$ cat config.mk
export PLATFORM = sky130hd
export DESIGN_NAME = varredura_teclado
export DESIGN_NICKNAME = d
export VERILOG_FILES = /design/src/rtl/varredura_pkg.sv /design/src/rtl/varredura_teclado_sincronizador.sv /design/src/rtl/varredura_teclado.sv
export SDC_FILE = /design/constraint.sdc
export NUM_CORES = 1
export LEC_CHECK = 0
export BUFFER_PORTS_ARGS = -buffer_cell sky130_fd_sc_hd__buf_2
export CAP_MARGIN = 20
export CORE_ASPECT_RATIO = 0.7
export CORE_MARGIN = 2
export CORE_UTILIZATION = 25
export DETAILED_ROUTE_END_ITERATION = 10
export GPL_TIMING_DRIVEN = 0
export PLACE_DENSITY = 0.46
export SYNTH_ARGS = -nofsm -noshare
export SYNTH_HDL_FRONTEND = slang
export SYNTH_HIERARCHICAL = 1
export SYNTH_SLANG_ARGS = --single-unit
$ cat constraint.sdc
create_clock -name clock -period 16.1 [get_ports clock]
set_clock_uncertainty 0.1 [all_clocks]
set_input_delay 2.415 -clock clock [delete_from_list [all_inputs] [get_ports clock]]
set_output_delay 2.415 -clock clock [all_outputs]
set_load 0.03 [all_outputs]
$ cat src/rtl/varredura_pkg.sv
// Shared types and sizes for the 4x4 key-matrix scanner.
package varredura_pkg;
  localparam int N_LINHAS  = 4;
  localparam int N_COLUNAS = 4;

  typedef enum logic [1:0] {
    OCIOSO,
    CONFIRMANDO,
    PRESSIONADA,
    SOLTANDO
  } estado_t;

  typedef enum logic [1:0] {
    VAZIO,
    UNICA,
    MULTIPLA
  } classe_t;
endpackage

$ cat src/rtl/varredura_teclado_sincronizador.sv
// Two-flop synchronizer; resets to all-ones so idle (pulled-up) rows read as released.
module sincronizador #(
  parameter int W = 4
) (
  input  logic         clock,
  input  logic         reset_n,
  input  logic [W-1:0] i_d,
  output logic [W-1:0] o_q
);
  logic [W-1:0] r_ff1;
  logic [W-1:0] r_ff2;

  always_ff @(posedge clock or negedge reset_n) begin
    if (!reset_n) begin
      r_ff1 <= '1;
      r_ff2 <= '1;
    end else begin
      r_ff1 <= i_d;
      r_ff2 <= r_ff1;
    end
  end

  assign o_q = r_ff2;
endmodule

$ cat src/rtl/varredura_teclado.sv
// 4x4 key-matrix scanner: column rotation, scan image, classification and
// press/release debounce producing a one-cycle strobe per accepted key.
module varredura_teclado
  import varredura_pkg::*;
#(
  parameter int SCAN_DIV  = 1000,
  parameter int DEB_SCANS = 8
) (
  input  logic       clock,
  input  logic       reset_n,
  input  logic [3:0] linhas,
  output logic [3:0] colunas,
  output logic [3:0] tecla,
  output logic       tecla_valida,
  output logic       tecla_pressionada,
  output estado_t    estado_dbg
);
  localparam int SW = $clog2(SCAN_DIV);
  localparam int CW = $clog2(DEB_SCANS + 1);
  localparam logic [SW-1:0] SLOT_MAX = SW'(SCAN_DIV - 1);
  localparam logic [CW-1:0] CNT_ALVO = CW'(DEB_SCANS);
  localparam logic [CW-1:0] CNT_UM   = CW'(1);

  logic [N_LINHAS-1:0] w_linhas_sync;
  logic [SW-1:0]       r_slot;
  logic [1:0]          r_col;
  logic [3:0]          r_colunas;
  logic [15:0]         r_imagem;
  logic [15:0]         w_imagem_nova;
  logic                w_fim_slot;
  logic                w_fim_varredura;
  logic [4:0]          w_qtd;
  logic [3:0]          w_chave;
  classe_t             w_classe;

  estado_t    r_estado, w_estado_prox;
  logic [CW-1:0] r_cont, w_cont_prox;
  logic [3:0] r_cand, w_cand_prox;
  logic [3:0] r_tecla, w_tecla_prox;
  logic       r_valida, w_valida_prox;

  sincronizador #(.W(N_LINHAS)) u_sinc (
    .clock  (clock),
    .reset_n(reset_n),
    .i_d    (linhas),
    .o_q    (w_linhas_sync)
  );

  assign w_fim_slot      = (r_slot == SLOT_MAX);
  assign w_fim_varredura = w_fim_slot && (r_col == 2'd3);

  // Image including the column being sampled this cycle, so the classifier
  // sees the complete matrix on the scan-end edge.
  always_comb begin
    w_imagem_nova = r_imagem;
    for (int r = 0; r < N_LINHAS; r++) begin
      for (int c = 0; c < N_COLUNAS; c++) begin
        if (c == int'(r_col)) w_imagem_nova[4*r + c] = ~w_linhas_sync[r];
      end
    end
  end

  always_comb begin
    w_qtd   = '0;
    w_chave = '0;
    for (int i = 0; i < 16; i++) begin
      if (w_imagem_nova[i]) begin
        w_qtd   = w_qtd + 5'd1;
        w_chave = 4'(i);
      end
    end
    if (w_qtd == 5'd0)      w_classe = VAZIO;
    else if (w_qtd == 5'd1) w_classe = UNICA;
    else                    w_classe = MULTIPLA;
  end

  always_ff @(posedge clock or negedge reset_n) begin
    if (!reset_n) begin
      r_slot    <= '0;
      r_col     <= '0;
      r_colunas <= 4'b1110;
      r_imagem  <= '0;
    end else if (w_fim_slot) begin
      r_slot    <= '0;
      r_col     <= r_col + 2'd1;
      r_colunas <= {r_colunas[2:0], r_colunas[3]};
      r_imagem  <= w_fim_varredura ? 16'd0 : w_imagem_nova;
    end else begin
      r_slot <= r_slot + SW'(1);
    end
  end

  always_ff @(posedge clock or negedge reset_n) begin
    if (!reset_n) begin
      r_estado <= OCIOSO;
      r_cont   <= '0;
      r_cand   <= '0;
      r_tecla  <= '0;
      r_valida <= 1'b0;
    end else begin
      r_estado <= w_estado_prox;
      r_cont   <= w_cont_prox;
      r_cand   <= w_cand_prox;
      r_tecla  <= w_tecla_prox;
      r_valida <= w_valida_prox;
    end
  end

  always_comb begin
    w_estado_prox = r_estado;
    w_cont_prox   = r_cont;
    w_cand_prox   = r_cand;
    w_tecla_prox  = r_tecla;
    w_valida_prox = 1'b0;
    if (w_fim_varredura) begin
      case (r_estado)
        OCIOSO: begin
          if (w_classe == UNICA) begin
            w_cand_prox = w_chave;
            w_cont_prox = CNT_UM;
            if (DEB_SCANS == 1) begin
              w_tecla_prox  = w_chave;
              w_valida_prox = 1'b1;
              w_estado_prox = PRESSIONADA;
            end else begin
              w_estado_prox = CONFIRMANDO;
            end
          end
        end
        CONFIRMANDO: begin
          if (w_classe == UNICA && w_chave == r_cand) begin
            w_cont_prox = r_cont + CNT_UM;
            if (r_cont + CNT_UM == CNT_ALVO) begin
              w_tecla_prox  = r_cand;
              w_valida_prox = 1'b1;
              w_estado_prox = PRESSIONADA;
            end
          end else if (w_classe == UNICA) begin
            w_cand_prox = w_chave;
            w_cont_prox = CNT_UM;
          end else begin
            w_cont_prox   = '0;
            w_estado_prox = OCIOSO;
          end
        end
        PRESSIONADA: begin
          // Non-empty images (other key, several keys) are ignored: no rollover.
          if (w_classe == VAZIO) begin
            if (DEB_SCANS == 1) begin
              w_cont_prox   = '0;
              w_estado_prox = OCIOSO;
            end else begin
              w_cont_prox   = CNT_UM;
              w_estado_prox = SOLTANDO;
            end
          end
        end
        SOLTANDO: begin
          if (w_classe == VAZIO) begin
            if (r_cont + CNT_UM == CNT_ALVO) begin
              w_cont_prox   = '0;
              w_estado_prox = OCIOSO;
            end else begin
              w_cont_prox = r_cont + CNT_UM;
            end
          end else begin
            w_cont_prox   = '0;
            w_estado_prox = PRESSIONADA;
          end
        end
        default: w_estado_prox = OCIOSO;
      endcase
    end
  end

  assign colunas           = r_colunas;
  assign tecla             = r_tecla;
  assign tecla_valida      = r_valida;
  assign tecla_pressionada = (r_estado == PRESSIONADA) || (r_estado == SOLTANDO);
  assign estado_dbg        = r_estado;
endmodule

# Yosys cells after proc, flatten, opt, wreduce, memory -nomap -nowiden
# Index checks and enable logic that the tools add are counted.
dict set report totals {
  reg_bits 55
  inputBits 6
  out_inout_bits 12
}
dict set report classes {
  add_sub_neg 18
  n_eq_ne 18
  n_mux 73
  n_bitwise 4
  reduce_logical 12
}
# op n
set ops {}
lappend ops {{two-way mux 4 bit} 21}
lappend ops {{adder 5 x 1 -> 5 bit, second input constant} 15}
lappend ops {{two-way mux 5 bit} 15}
lappend ops {{two-way mux 1 bit} 23}
lappend ops {{two-way mux 2 bit} 9}
lappend ops {{two-way mux 16 bit} 1}
lappend ops {{case mux 4 bit (4 select lines)} 1}
lappend ops {{adder 10 x 1 -> 10 bit, second input constant} 1}
lappend ops {{== test 10 bit, second input constant} 1}
lappend ops {{two-way mux 10 bit} 1}
lappend ops {{!= test 3 bit, second input constant} 3}
lappend ops {{case mux 2 bit (4 select lines)} 1}
lappend ops {{case mux 4 bit (2 select lines)} 1}
lappend ops {{== test 2 bit, second input constant} 3}
lappend ops {{logical NOT 2 bit} 3}
lappend ops {{!= test 2 bit, second input constant} 3}
lappend ops {{AND reduction 3 bit} 2}
lappend ops {{AND reduction 6 bit} 1}
lappend ops {{== test 5 x 1 -> 1 bit, second input constant} 1}
lappend ops {{logical NOT 5 bit} 1}
lappend ops {{adder 4 x 1 -> 4 bit, second input constant} 1}
lappend ops {{== test 2 x 1 -> 1 bit, second input constant} 2}
lappend ops {{== test 2 bit, first input constant} 2}
lappend ops {{== test 4 bit} 1}
lappend ops {{other kinds (8)} 12}

# Longest topological paths before layout
# Gate-level depths: netlist of run 1.
dict set report depth {
  ltp_word 41
  ltp_mapped 55
  mapped_depth_nobuf 54
}

# By module
# The synthesis of run 1 kept the hierarchy.
# mod n_inst cells_each area_each_um2 seq_area_each_um2
set modules_own_cells {}
lappend modules_own_cells {varredura_teclado 1 498 4362.9 1179.9}
lappend modules_own_cells {sincronizador 1 8 210.2 210.2}

# Worst setup path before layout of run 1
# OpenSTA, ideal clock, no wires.
dict set report synth_path {
  kind {flip-flop to flip-flop}
  start {register r_col[0]}
  end {register r_tecla[0], in the netlist tecla[0]}
  setup_ns 0.125
  arrival_time_ns 9.771
  required_time_ns 15.875
  path_slack_ns 6.104
  path_stages_with_launch 54
  path_buffers 1
  period_less_slack_ns 9.996
  path_cell_list {dfrtp_1 > inv_1 > ha_1 > buf_2 > nor3_1 > a311oi_4 > xor2_1 > ha_1 > nand2_1 > o31ai_1 > ha_1 > mux2i_1 > nand2_1 > ha_1 > and2_1 > or2_2 > ha_1 > o21ai_0 > [... 18 more ...] > ha_1 > nor2_1 > nor2_1 > ha_1 > nand2_1 > o21ai_0 > o31a_1 > ha_1 > nand2_1 > a21bo_2 > ha_1 > xor2_1 > or3_1 > mux2_2 > nor2_1 > nand4b_1 > nor3_4 > mux2_2}
}
dict set report synth_between {
  elab_chain_cells 39
  word_cells_on_any_way 76
}
# item line_no
set synth_rtl {}
lappend synth_rtl {{from (decl)} varredura_teclado.sv:26} ;# logic [1:0] r_col;
lappend synth_rtl {{from (signal assigned)} varredura_teclado.sv:85} ;# r_col <= r_col + 2'd1;
lappend synth_rtl {{logical NOT 2 bit} varredura_teclado.sv:58} ;# if (c == int'(r_col)) w_imagem_nova[4*r + c] = ~w_linhas_sync[r];
lappend synth_rtl {{two-way mux 1 bit} varredura_teclado.sv:58}
lappend synth_rtl {{two-way mux 1 bit} varredura_teclado.sv:67} ;# if (w_imagem_nova[i]) begin
lappend synth_rtl {{adder 5 x 1 -> 5 bit} varredura_teclado.sv:68} ;# w_qtd = w_qtd + 5'd1;
lappend synth_rtl {{two-way mux 5 bit} varredura_teclado.sv:67}
lappend synth_rtl {{adder 5 x 1 -> 5 bit} varredura_teclado.sv:68}
lappend synth_rtl {{two-way mux 5 bit} varredura_teclado.sv:67}
lappend synth_rtl {{adder 5 x 1 -> 5 bit} varredura_teclado.sv:68}
lappend synth_rtl {{[... 23 more ...]} --}
lappend synth_rtl {{adder 5 x 1 -> 5 bit} varredura_teclado.sv:68}
lappend synth_rtl {{two-way mux 5 bit} varredura_teclado.sv:67}
lappend synth_rtl {{== test 5 x 1 -> 1 bit} varredura_teclado.sv:73} ;# else if (w_qtd == 5'd1) w_classe = UNICA;
lappend synth_rtl {{two-way mux 2 bit} varredura_teclado.sv:73}
lappend synth_rtl {{two-way mux 2 bit} varredura_teclado.sv:72} ;# if (w_qtd == 5'd0) w_classe = VAZIO;
lappend synth_rtl {{== test 2 x 1 -> 1 bit} varredura_teclado.sv:131} ;# if (w_classe == UNICA && w_chave == r_cand) begin
lappend synth_rtl {{logical AND 1 bit} varredura_teclado.sv:131}
lappend synth_rtl {{AND reduction 4 bit (no source line) (*)} --}
lappend synth_rtl {{to (signal assigned)} varredura_teclado.sv:104} ;# r_tecla <= w_tecla_prox;
lappend synth_rtl {{to (decl)} varredura_teclado.sv:39} ;# logic [3:0] r_tecla, w_tecla_prox;
# Every way passes the cells marked *; elsewhere a longest branch is shown, timed or not.
# A chain may end at the register's enable or synchronous reset.

# Worst setup path after layout of run 1
dict set report layout_path {
  start {register r_col[0]}
  end {register r_tecla[2], in the netlist tecla[2]}
}
# Same word-level chain as after synthesis.

==> qor.yml, run 1 <==
finalHoldViolCount: 0
start_util_pct: 25.5
synth.avg_cell_area_um2: 9.04
cts-resized-gates: 0
place_congestion: 0.783
hold_buffers: 0
drtIter0Drc: 189
slew_viol_final: 0
syn-num-nets: 532
ant_nets: 0
drive_gt1_share_pct: 14.7
vias: 3624
slowest_delay_ns: 0.42
post-route-period-util_pct: 71.1
cts_tree: "built"
ys_seq_area_share_pct: 30.4
drtPass1Iterations: 4
clock_sinks: 55
setup_tns_ns: 0
cts_buffers: 5
tightest_slew_ns: 0.979
fp-row-count: 41
postCtsSetupRepairBufs: 0
critPathKind: "reg2reg"
outcome: "finished clean"
path_max_fanout: 10
leakage_nw: 2.20
dieWidth_um: 166
gr-total-overflow: 0
finalWirelength_mm: 10.9
worst_path_max_delay_cell: "a311oi_4"
yosysWarnings: 6
netlist.area_leader.share_pct: 24.1
grt.total_usage_pct: 11.9
yosys_most_used_dff: "dfrtp_1"
grt_max_degree: 30
power_density_nw_per_um2: 58.4
clkTransAtPathRegs_ns: 0.08
grt_pass1_wl_mm: 18.9
fmax_mhz: 87.3
num_antenna_cells: 0
grt_pass1_vias: 3555
synth-seq-cells: 55
rsz0062_at_grt: "no"
numPortBuffers: 17
cts_root_buf: "clkbuf_16"
placed_cells: 760
clkLatencyLatePin_ns: 0.29
layoutNonFillerInstCount: 768
setup_viol: 0
hold_class: "reg2reg"
area_growth_pct: 12.0
cpMostUsedCell: "ha_1"
die_area_um2: 19400
wl_per_cell_um: 14.2
cp-start-kind: "flip-flop"
ys_async_sr_fraction_pct: 100
crit_path_end_kind: "flip-flop"
viasPerCell: 4.72
cp.arrival_ns: 11.53
synth_edf_count: 0
dp_hpwl_mm: 8.76
die_height_um: 117
cts_buffer_depth: 2
peakVddDrop_v: 0.0000391
syn_area_um2: 4570
drv_cap: 0
synth.distinct_cells: 73
synth_top_area_cell: "dfrtp_1"
drc: 0
antenna_found_initial: 0
synth_area_leaders: "dfrtp_1, xnor2_1, dfstp_2, nand2_1, ha_1"
critPathRequiredTime_ns: 16.18
core-area_um2: 18000
nNetsFinal: 557
syn_inst: 506
cts_max_level: 2
io_pins: 18
period_minus_slack_ns: 11.45
slew_headroom_pct: 34.2
==> power by group <==
group / internal, mW / leakage, nW / total, mW / switching, mW
registers: 0.140 / 0.716 / 0.141 / 0.00100
logic: 0.0200 / 1.41 / 0.0481 / 0.0281
clock network: 0.0586 / 0.0734 / 0.110 / 0.0515
total: 0.219 / 2.20 / 0.299 / 0.0806
==> cell type report <==
type | instances | area [um2]
clock buffers | 5 | 125
clock inverters | 3 | 23.8
plain buffers | 12 | 52.6
multi-input cells | 423 | 3070
repair buffers | 18 | 105
fillers | 1918 | 12800
flip-flops and latches | 55 | 1390
well taps | 236 | 295
inverters | 16 | 60.1
==> synthesized netlist by cell type (4+ instances only) <==
library cell / instances
mux2i_1: 13
a21boi_0: 4
xor2_1: 19
mux2_2: 7
nand4b_1: 4
nor2b_1: 18
nand2b_1: 7
o21ai_1: 4
and3_1: 8
ha_1: 20
a21oi_1: 19
and2_1: 7
inv_1: 15
dfrtp_1: 44
nand3_1: 17
or3_1: 6
o31ai_1: 12
o21ai_0: 24
nor4_1: 5
xnor2_1: 38
nor2_1: 34
o22ai_1: 4
nor3b_1: 5
a21o_1: 4
clkbuf_1: 8
a31oi_1: 4
nand2_1: 72
dfstp_2: 11
nor3_1: 9
xor2_4: 4
==> cells by family (layout without fill, tap and decap cells) <==
family,after synthesis,after routing,share of synthesized area (%)
multiplexers,23,23,5.55
buffers and inverters,28,54,2.46
XOR/XNOR,70,70,17.3
flip-flops,55,55,30.4
AND/OR/NAND/NOR,208,208,23.1
adder cells (fa/ha/maj),20,20,5.47
AO/OA/AOI/OAI,102,102,15.7
==> critical path: cells and delay by family, from the launching register on <==
kind / cells / cell delay [ns]
buf+inv: 2 / 0.46
simple gates: 21 / 3.17
fa+ha+maj: 14 / 3.92
xor+xnor: 2 / 0.40
compound gates: 11 / 1.95
flops: 1 / 0.40
mux: 3 / 0.88
==> layout by cell type, fill, tap and decap left out, types with 15 or more instances in the layout <==
cell and instances:
nand3_1 17, xor2_1 19, buf_2 20, nand2_1 72, dfrtp_1 44, nor2b_1 18
o21ai_0 24, inv_1 15, xnor2_1 38, a21oi_1 19, ha_1 20, nor2_1 34
==> final timing paths <==
| check | start | endpoint | slack, ns | cells past startpoint |
|---|---|---|---|---|
| worst max-delay path | r_col[0]$_DFFE_PN0N_ | tecla[2]$_DFFE_PN0P_ | 4.65 | 53 |
| worst min-delay path | u_sinc/r_ff1[2]$_DFF_PN1_ | u_sinc/o_q[2]$_DFF_PN1_ | 0.26 | 0 |
| worst max register to register | r_col[0]$_DFFE_PN0N_ | tecla[2]$_DFFE_PN0P_ | 4.65 | 53 |
| worst min register to register | u_sinc/r_ff1[2]$_DFF_PN1_ | u_sinc/o_q[2]$_DFF_PN1_ | 0.26 | 0 |
| max in group asynchronous | reset_n | u_sinc/r_ff1[2]$_DFF_PN1_ | 13.19 | 2 |
| min in group asynchronous | reset_n | estado_dbg[1]$_DFFE_PN0P_ | 2.05 | 1 |
==> per-layer routing <==
layer | GRT usage, % | part of all wire (%) | up-vias
li1 | - | - | 1833
met1 | 19.0 | 58 | 1734
met2 | 17.4 | 39 | 52
met3 | 1.14 | 3.3 | 5
met4 | 1.74 | 0.45 | 0
met5 | 0 | 0 | -
==> metrics by stage <==
| stage | hold slack, ns | setup WS [ns] | area, um2 | total power, mW | util [%] |
|---|---|---|---|---|---|
| 2_1_floorplan | 0.245 | 6.10 | 4570 | 0.180 | - |
| 3_3_place_gp | 0.248 | 4.86 | 4950 | 0.190 | 27.6 |
| 3_5_place_dp | 0.247 | 4.73 | 4970 | 0.192 | 27.7 |
| 4_1_cts | 0.258 | 4.65 | 5120 | 0.303 | 28.5 |
| 5_1_grt | 0.262 | 3.70 | 5120 | 0.315 | 28.5 |
| 6_report | 0.257 | 4.65 | 5120 | 0.299 | 28.5 |
==> sequential cells by signal (all words and copies together) (netlist names), 4 cells and up <==
signal / count
r_imagem: 16
r_slot: 10
colunas: 4
r_cand: 4
r_cont: 4
tecla: 4
u_sinc/o_q: 4
u_sinc/r_ff1: 4
(Power assumes the default switching activity.)
==> run 2: changes to the inputs <==
==> constraint.sdc (replaced) <==
create_clock -name clock -period 10.7 [get_ports clock]
set_clock_uncertainty 0.1 [all_clocks]
set_input_delay 1.605 -clock clock [delete_from_list [all_inputs] [get_ports clock]]
set_output_delay 1.605 -clock clock [all_outputs]
set_load 0.03 [all_outputs]
==> qor.yml, run 2 (synthesis results as in run 1) <==
cts_buffer_depth: 2  # unchanged
drive_gt1_share_pct: 22.5  # +7.9 points
fmax_mhz: 99.1  # +13%
clkLatencyLatePin_ns: 0.29  # about the same
tightest_slew_ns: 1.02  # +0.0440 ns
swShare_pct: 27.4  # +0.48 points
cp-start-kind: "flip-flop"
slowest_delay_ns: 0.41  # about the same
worst_path_max_delay_cell: "dfrtp_1"
hold_class: "reg2reg"
grt_max_degree: 30  # unchanged
num_antenna_cells: 0  # unchanged
critPathKind: "reg2reg"
fp-row-count: 41  # unchanged
die_height_um: 117  # unchanged
cts_max_level: 2  # unchanged
numPortBuffers: 17  # unchanged
fill_cells: 1901  # -0.89%
leakage_nw: 2.33  # +6.0%
die_area_um2: 19400  # unchanged
top_register: "r_imagem"
ant_nets: 0  # unchanged
seqPwrFrac_pct: 45.9  # -1.2 points
switchingPower_mw: 0.127  # +57%
cp_top_family: "adder cells"
cp.arrival_ns: 10.17  # -1.36 ns
viasPerCell: 4.75  # +0.65%
cts_tree: "built"
period_minus_slack_ns: 10.09  # -1.36 ns
finalWirelength_mm: 11.3  # +3.4%
fin_util_pct: 30.5  # +1.9 points
cpMostUsedCell: "ha_1"
top_regs: "r_imagem: 16 flops, r_slot: 10 flops"
dieWidth_um: 166  # unchanged
cts_buffers: 5  # unchanged
layout_common_cells: "nand2_1, dfrtp_1, xnor2_1, nor2_1, o21ai_0"
crit_path_end_kind: "flip-flop"
comb_power_share_pct: 18.0  # +1.9 points
power_mw: 0.462  # +55%
setup_viol: 0  # unchanged
clkTransAtPathRegs_ns: 0.08  # about the same
grt.total_usage_pct: 12.0  # +0.11 points
slew_headroom_pct: 31.3  # -3.0 points
drc: 0  # unchanged
layout_commonest_cell: "nand2_1"
post-route-period-util_pct: 94.3  # +23 points
regArea_um2: 1390  # about the same
grt_pass1_wl_mm: 19.1  # +1.2%
drtIter0Drc: 208  # +10%
wl_per_cell_um: 14.4  # +1.6%
clock_sinks: 55  # unchanged
nNetsFinal: 571  # +2.5%
dp_hpwl_mm: 8.76  # unchanged
peakVddDrop_v: 0.0000594  # +52%
drtPass1Iterations: 4  # unchanged
clockPowerShare_pct: 36.1  # -0.7 points
critPathRequiredTime_ns: 10.78  # -5.40 ns
start_util_pct: 25.5  # unchanged
place_congestion: 0.783  # unchanged
cts_root_buf: "clkbuf_16"
path_max_fanout: 10  # unchanged
worst-path-buf-inv: 3  # +1
outcome: "finished clean"
largest_register_ffs: 16  # unchanged
power_density_nw_per_um2: 84.5  # +45%
gr-total-overflow: 0  # unchanged
power.internal_mw: 0.336  # +53%
io_pins: 18  # unchanged
core-area_um2: 18000  # unchanged
finalHoldViolCount: 0  # unchanged
layoutNonFillerInstCount: 782  # +1.8%
drv_cap: 0  # unchanged
slew_viol_final: 0  # unchanged
hold_buffers: 0  # unchanged
area_growth_pct: 19.6
vias: 3714  # +2.5%
multi_input_area_um2: 3270  # +6.4%
antenna_found_initial: 0  # unchanged
placed_cells: 760  # unchanged
grt_pass1_vias: 3612  # +1.6%
run 2: cell types whose count changed in the layout (fill, tap and decap cells not counted), sizes merged:
cell | before | now
buf | 22 | 36
run 2: power by group through the flow:
stage	logic [mW]	clock network, mW	registers [mW]
2_1_floorplan	0.0552	0	0.216
3_3_place_gp	0.0704	0	0.216
3_5_place_dp	0.0729	0	0.216
4_1_cts	0.0756	0.171	0.212
5_1_grt	0.0941	0.179	0.212
6_report	0.0834	0.167	0.212
run 2: cell type report:
| type | count | share of cell area [%] |
|---|---|---|
| clock inverter | 3 | 0.434 |
| buffer | 12 | 1.69 |
| sequential | 55 | 25.4 |
| timing repair buffer | 32 | 3.91 |
| tap | 236 | 5.40 |
| inverter | 16 | 1.14 |
| clock buffer | 5 | 2.29 |
| multi-input combinational | 423 | 59.7 |
run 2: timing repair:
action	4_1_cts	5_1_grt
setup buffers	4	10
resized for setup	18	43
endpoints found under the setup margin	14	15
pin swaps	5	10
run 2: per-stage QoR:
stage	worst slack (ns)	hold slack [ns]	setup TNS, ns	area (um2)
floorplan	0.704	0.245	0	4570
global placement	-0.539	0.248	-3.42	4950
detailed placement	-0.666	0.247	-4.91	4970
CTS	0.0216	0.258	0	5220
global route	-0.0632	0.262	-0.252	5470
finish	0.610	0.257	0	5470
run 2: layer usage:
metal | vias up | GRT usage [%] | wire length (um)
met3 | 4 | 1.14 | 396
met2 | 44 | 17.7 | 4410
li1 | 1868 | - | -
met5 | - | 0 | 0
met1 | 1798 | 19.1 | 6430
met4 | 0 | 1.74 | 38
run 2: worst paths after layout:
| path | start | end | slack (ns) | depth (start not counted) |
|---|---|---|---|---|
| max in group asynchronous | reset_n | u_sinc/r_ff1[2]$_DFF_PN1_ | 8.59 | 2 |
| max reg2reg | r_col[1]$_DFFE_PN0N_ | tecla[1]$_DFFE_PN0P_ | 0.61 | 54 |
| min in group asynchronous | reset_n | estado_dbg[1]$_DFFE_PN0P_ | 1.25 | 1 |
| min reg2reg | u_sinc/r_ff1[2]$_DFF_PN1_ | u_sinc/o_q[2]$_DFF_PN1_ | 0.26 | 0 |
| max | r_col[1]$_DFFE_PN0N_ | tecla[1]$_DFFE_PN0P_ | 0.61 | 54 |
| min | u_sinc/r_ff1[2]$_DFF_PN1_ | u_sinc/o_q[2]$_DFF_PN1_ | 0.26 | 0 |
run 2: worst reg2reg max path: cells and delay by family, from the launching register on:
kind                     cells  cell delay, ns
AO/OA/AOI/OAI               10            1.24
adder cells (fa/ha/maj)     14            3.73
flip-flops                   1            0.41
multiplexers                 4            1.14
buffers and inverters        3            0.44
XOR/XNOR                     1            0.16
AND/OR/NAND/NOR             22            2.75
==> run 3: changes to the inputs <==
--- a/config.mk
+++ b/config.mk
@@ -9,10 +9,10 @@
 export CAP_MARGIN = 20
 export CORE_ASPECT_RATIO = 0.7
 export CORE_MARGIN = 2
-export CORE_UTILIZATION = 25
+export CORE_UTILIZATION = 40
 export DETAILED_ROUTE_END_ITERATION = 10
 export GPL_TIMING_DRIVEN = 0
-export PLACE_DENSITY = 0.46
+export PLACE_DENSITY = 0.63
 export SYNTH_ARGS = -nofsm -noshare
 export SYNTH_HDL_FRONTEND = slang
 export SYNTH_HIERARCHICAL = 1
==> qor.yml, run 3 (synthesis results as in run 1) <==
outcome: "finished clean"
layout_common_cells: "nand2_1, dfrtp_1, xnor2_1, nor2_1, o21ai_0"
tightest_slew_ns: 0.980  # -0.0432 ns
grt_pass1_vias: 3601  # -0.30%
cts_buffers: 5  # unchanged
worst_path_max_delay_cell: "dfstp_2"
cp_top_family: "adder cells"
critPathKind: "reg2reg"
fill_cells: 1043  # -45%
viasPerCell: 5.40  # +14%
start_util_pct: 41.2  # +16 points
dp_hpwl_mm: 8.14  # -7.1%
cts_max_level: 2  # unchanged
crit_path_end_kind: "flip-flop"
power.internal_mw: 0.336  # +0.26%
finalHoldViolCount: 0  # unchanged
clock_sinks: 55  # unchanged
nNetsFinal: 573  # +0.35%
worst-path-buf-inv: 2  # -1
setup_viol: 0  # unchanged
num_antenna_cells: 0  # unchanged
power_density_nw_per_um2: 86.0  # +1.9%
cp-start-kind: "flip-flop"
top_register: "r_imagem"
die_height_um: 93.5  # -20%
drv_cap: 0  # unchanged
dp_slack_ns: -0.568  # +0.0978 ns
place_congestion: 0.815  # +4.1%
clkTransAtPathRegs_ns: 0.08  # about the same
top_regs: "r_imagem: 16 flops, r_slot: 10 flops"
core-area_um2: 11100  # -38%
layout_commonest_cell: "nand2_1"
placed_cells: 677  # -11%
slew_viol_final: 0  # unchanged
grt_max_degree: 36  # +20%
swShare_pct: 27.2  # -0.24 points
cts_tree: "built"
comb_power_share_pct: 18.1  # about the same
largest_register_ffs: 16  # unchanged
leakage_nw: 2.34  # +0.36%
switchingPower_mw: 0.126  # -0.96%
finalWirelength_mm: 10.7  # -5.6%
path_max_fanout: 9  # -1
setup_slack_ns: 0.508  # -0.101 ns
wl_per_cell_um: 15.2  # +5.4%
die_area_um2: 12300  # -37%
final_design_area_no_fill_um2: 5370  # -1.9%
vias: 3783  # +1.9%
grt_pass1_wl_mm: 17.7  # -7.2%
drc: 0  # unchanged
clkLatencyLatePin_ns: 0.29  # about the same
io_pins: 18  # unchanged
peakVddDrop_v: 0.000115  # +93%
drtIter0Drc: 260  # +25%
gr-total-overflow: 0  # unchanged
period_minus_slack_ns: 10.19  # +0.101 ns
post_dp_cell_area_um2: 4870  # -2.1%
multi_input_area_um2: 3240  # -0.69%
power_mw: 0.462  # about the same
clockPowerShare_pct: 36.0  # about the same
cts_root_buf: "clkbuf_16"
hold_buffers: 0  # unchanged
fp-row-count: 32  # -22%
drtPass1Iterations: 5  # +1
slew_headroom_pct: 34.2  # +2.9 points
fin_util_pct: 48.4  # +18 points
critPathRequiredTime_ns: 10.78  # about the same
cpMostUsedCell: "ha_1"
ant_nets: 0  # unchanged
dieWidth_um: 132  # -20%
post-route-period-util_pct: 95.2  # +0.95 points
grt.total_usage_pct: 17.5  # +5.5 points
drive_gt1_share_pct: 22.4  # -0.082 points
layoutNonFillerInstCount: 701  # -10%
seqPwrFrac_pct: 45.9  # about the same
fmax_mhz: 98.1  # -0.99%
numPortBuffers: 17  # unchanged
cp.arrival_ns: 10.27  # +0.10 ns
regArea_um2: 1390  # unchanged
hold_class: "reg2reg"
slowest_delay_ns: 0.53  # +0.12 ns
cts_buffer_depth: 2  # unchanged
area_growth_pct: 17.4
antenna_found_initial: 0  # unchanged
-- run 3: layout make-up --
cell class                 count  share of cell area [%]
clock buffer                   5                    2.33
sequential                    55                    25.9
buffer                        12                    1.56
clock inverter                 3                   0.513
tap                          153                    3.57
timing repair buffer          34                    4.50
inverter                      16                    1.17
multi-input combinational    423                    60.4
-- run 3: path summary, 6_finish.rpt --
path / start / endpoint / slack (ns) / cells past startpoint
max reg2reg: u_sinc/o_q[0]$_DFF_PN1_ / tecla[2]$_DFFE_PN0P_ / 0.51 / 53
max: u_sinc/o_q[0]$_DFF_PN1_ / tecla[2]$_DFFE_PN0P_ / 0.51 / 53
max in group asynchronous: reset_n / colunas[3]$_DFFE_PN1N_ / 8.71 / 2
min in group asynchronous: reset_n / r_cont[2]$_DFFE_PN0P_ / 1.17 / 1
min reg2reg: u_sinc/r_ff1[0]$_DFF_PN1_ / u_sinc/o_q[0]$_DFF_PN1_ / 0.26 / 0
min: u_sinc/r_ff1[0]$_DFF_PN1_ / u_sinc/o_q[0]$_DFF_PN1_ / 0.26 / 0
-- run 3: timing repair --
item,4_1_cts,5_1_grt
setup buffers,2,14
endpoints found under the hold margin,0,0
resized for setup,18,38
endpoints found under the setup margin,12,15
pin swaps,4,10
-- run 3: power by group through the flow --
stage	combinational, mW	clock, mW	sequential, mW
after global placement	0.0690	0	0.216
after global routing	0.0930	0.180	0.212
after CTS	0.0753	0.172	0.212
final	0.0835	0.166	0.212
after floorplan	0.0552	0	0.216
after detailed placement	0.0727	0	0.216
-- run 3: metal layers --
metal / vias to the layer above / wire [um] / GRT usage (%)
met5: - / 0 / 0
met4: 0 / 98 / 3.62
met3: 8 / 317 / 1.73
met2: 63 / 4450 / 27.0
met1: 1837 / 5790 / 26.6
li1: 1875 / - / -
-- run 3: worst reg2reg max path, delay by kind of cell, from the launching register on --
family                   cells  cell delay (ns)
adder cells (fa/ha/maj)     13             3.67
AND/OR/NAND/NOR             21             2.55
AO/OA/AOI/OAI               11             1.58
multiplexers                 3             0.76
XOR/XNOR                     3             0.57
flip-flops                   1             0.53
buffers and inverters        2             0.31
-- run 3: per-stage QoR --
stage	hold WS (ns)	TNS (ns)
floorplan	0.245	0
global placement	0.245	-1.94
detailed placement	0.247	-3.65
CTS	0.258	0
global route	0.260	-0.171
finish	0.257	0
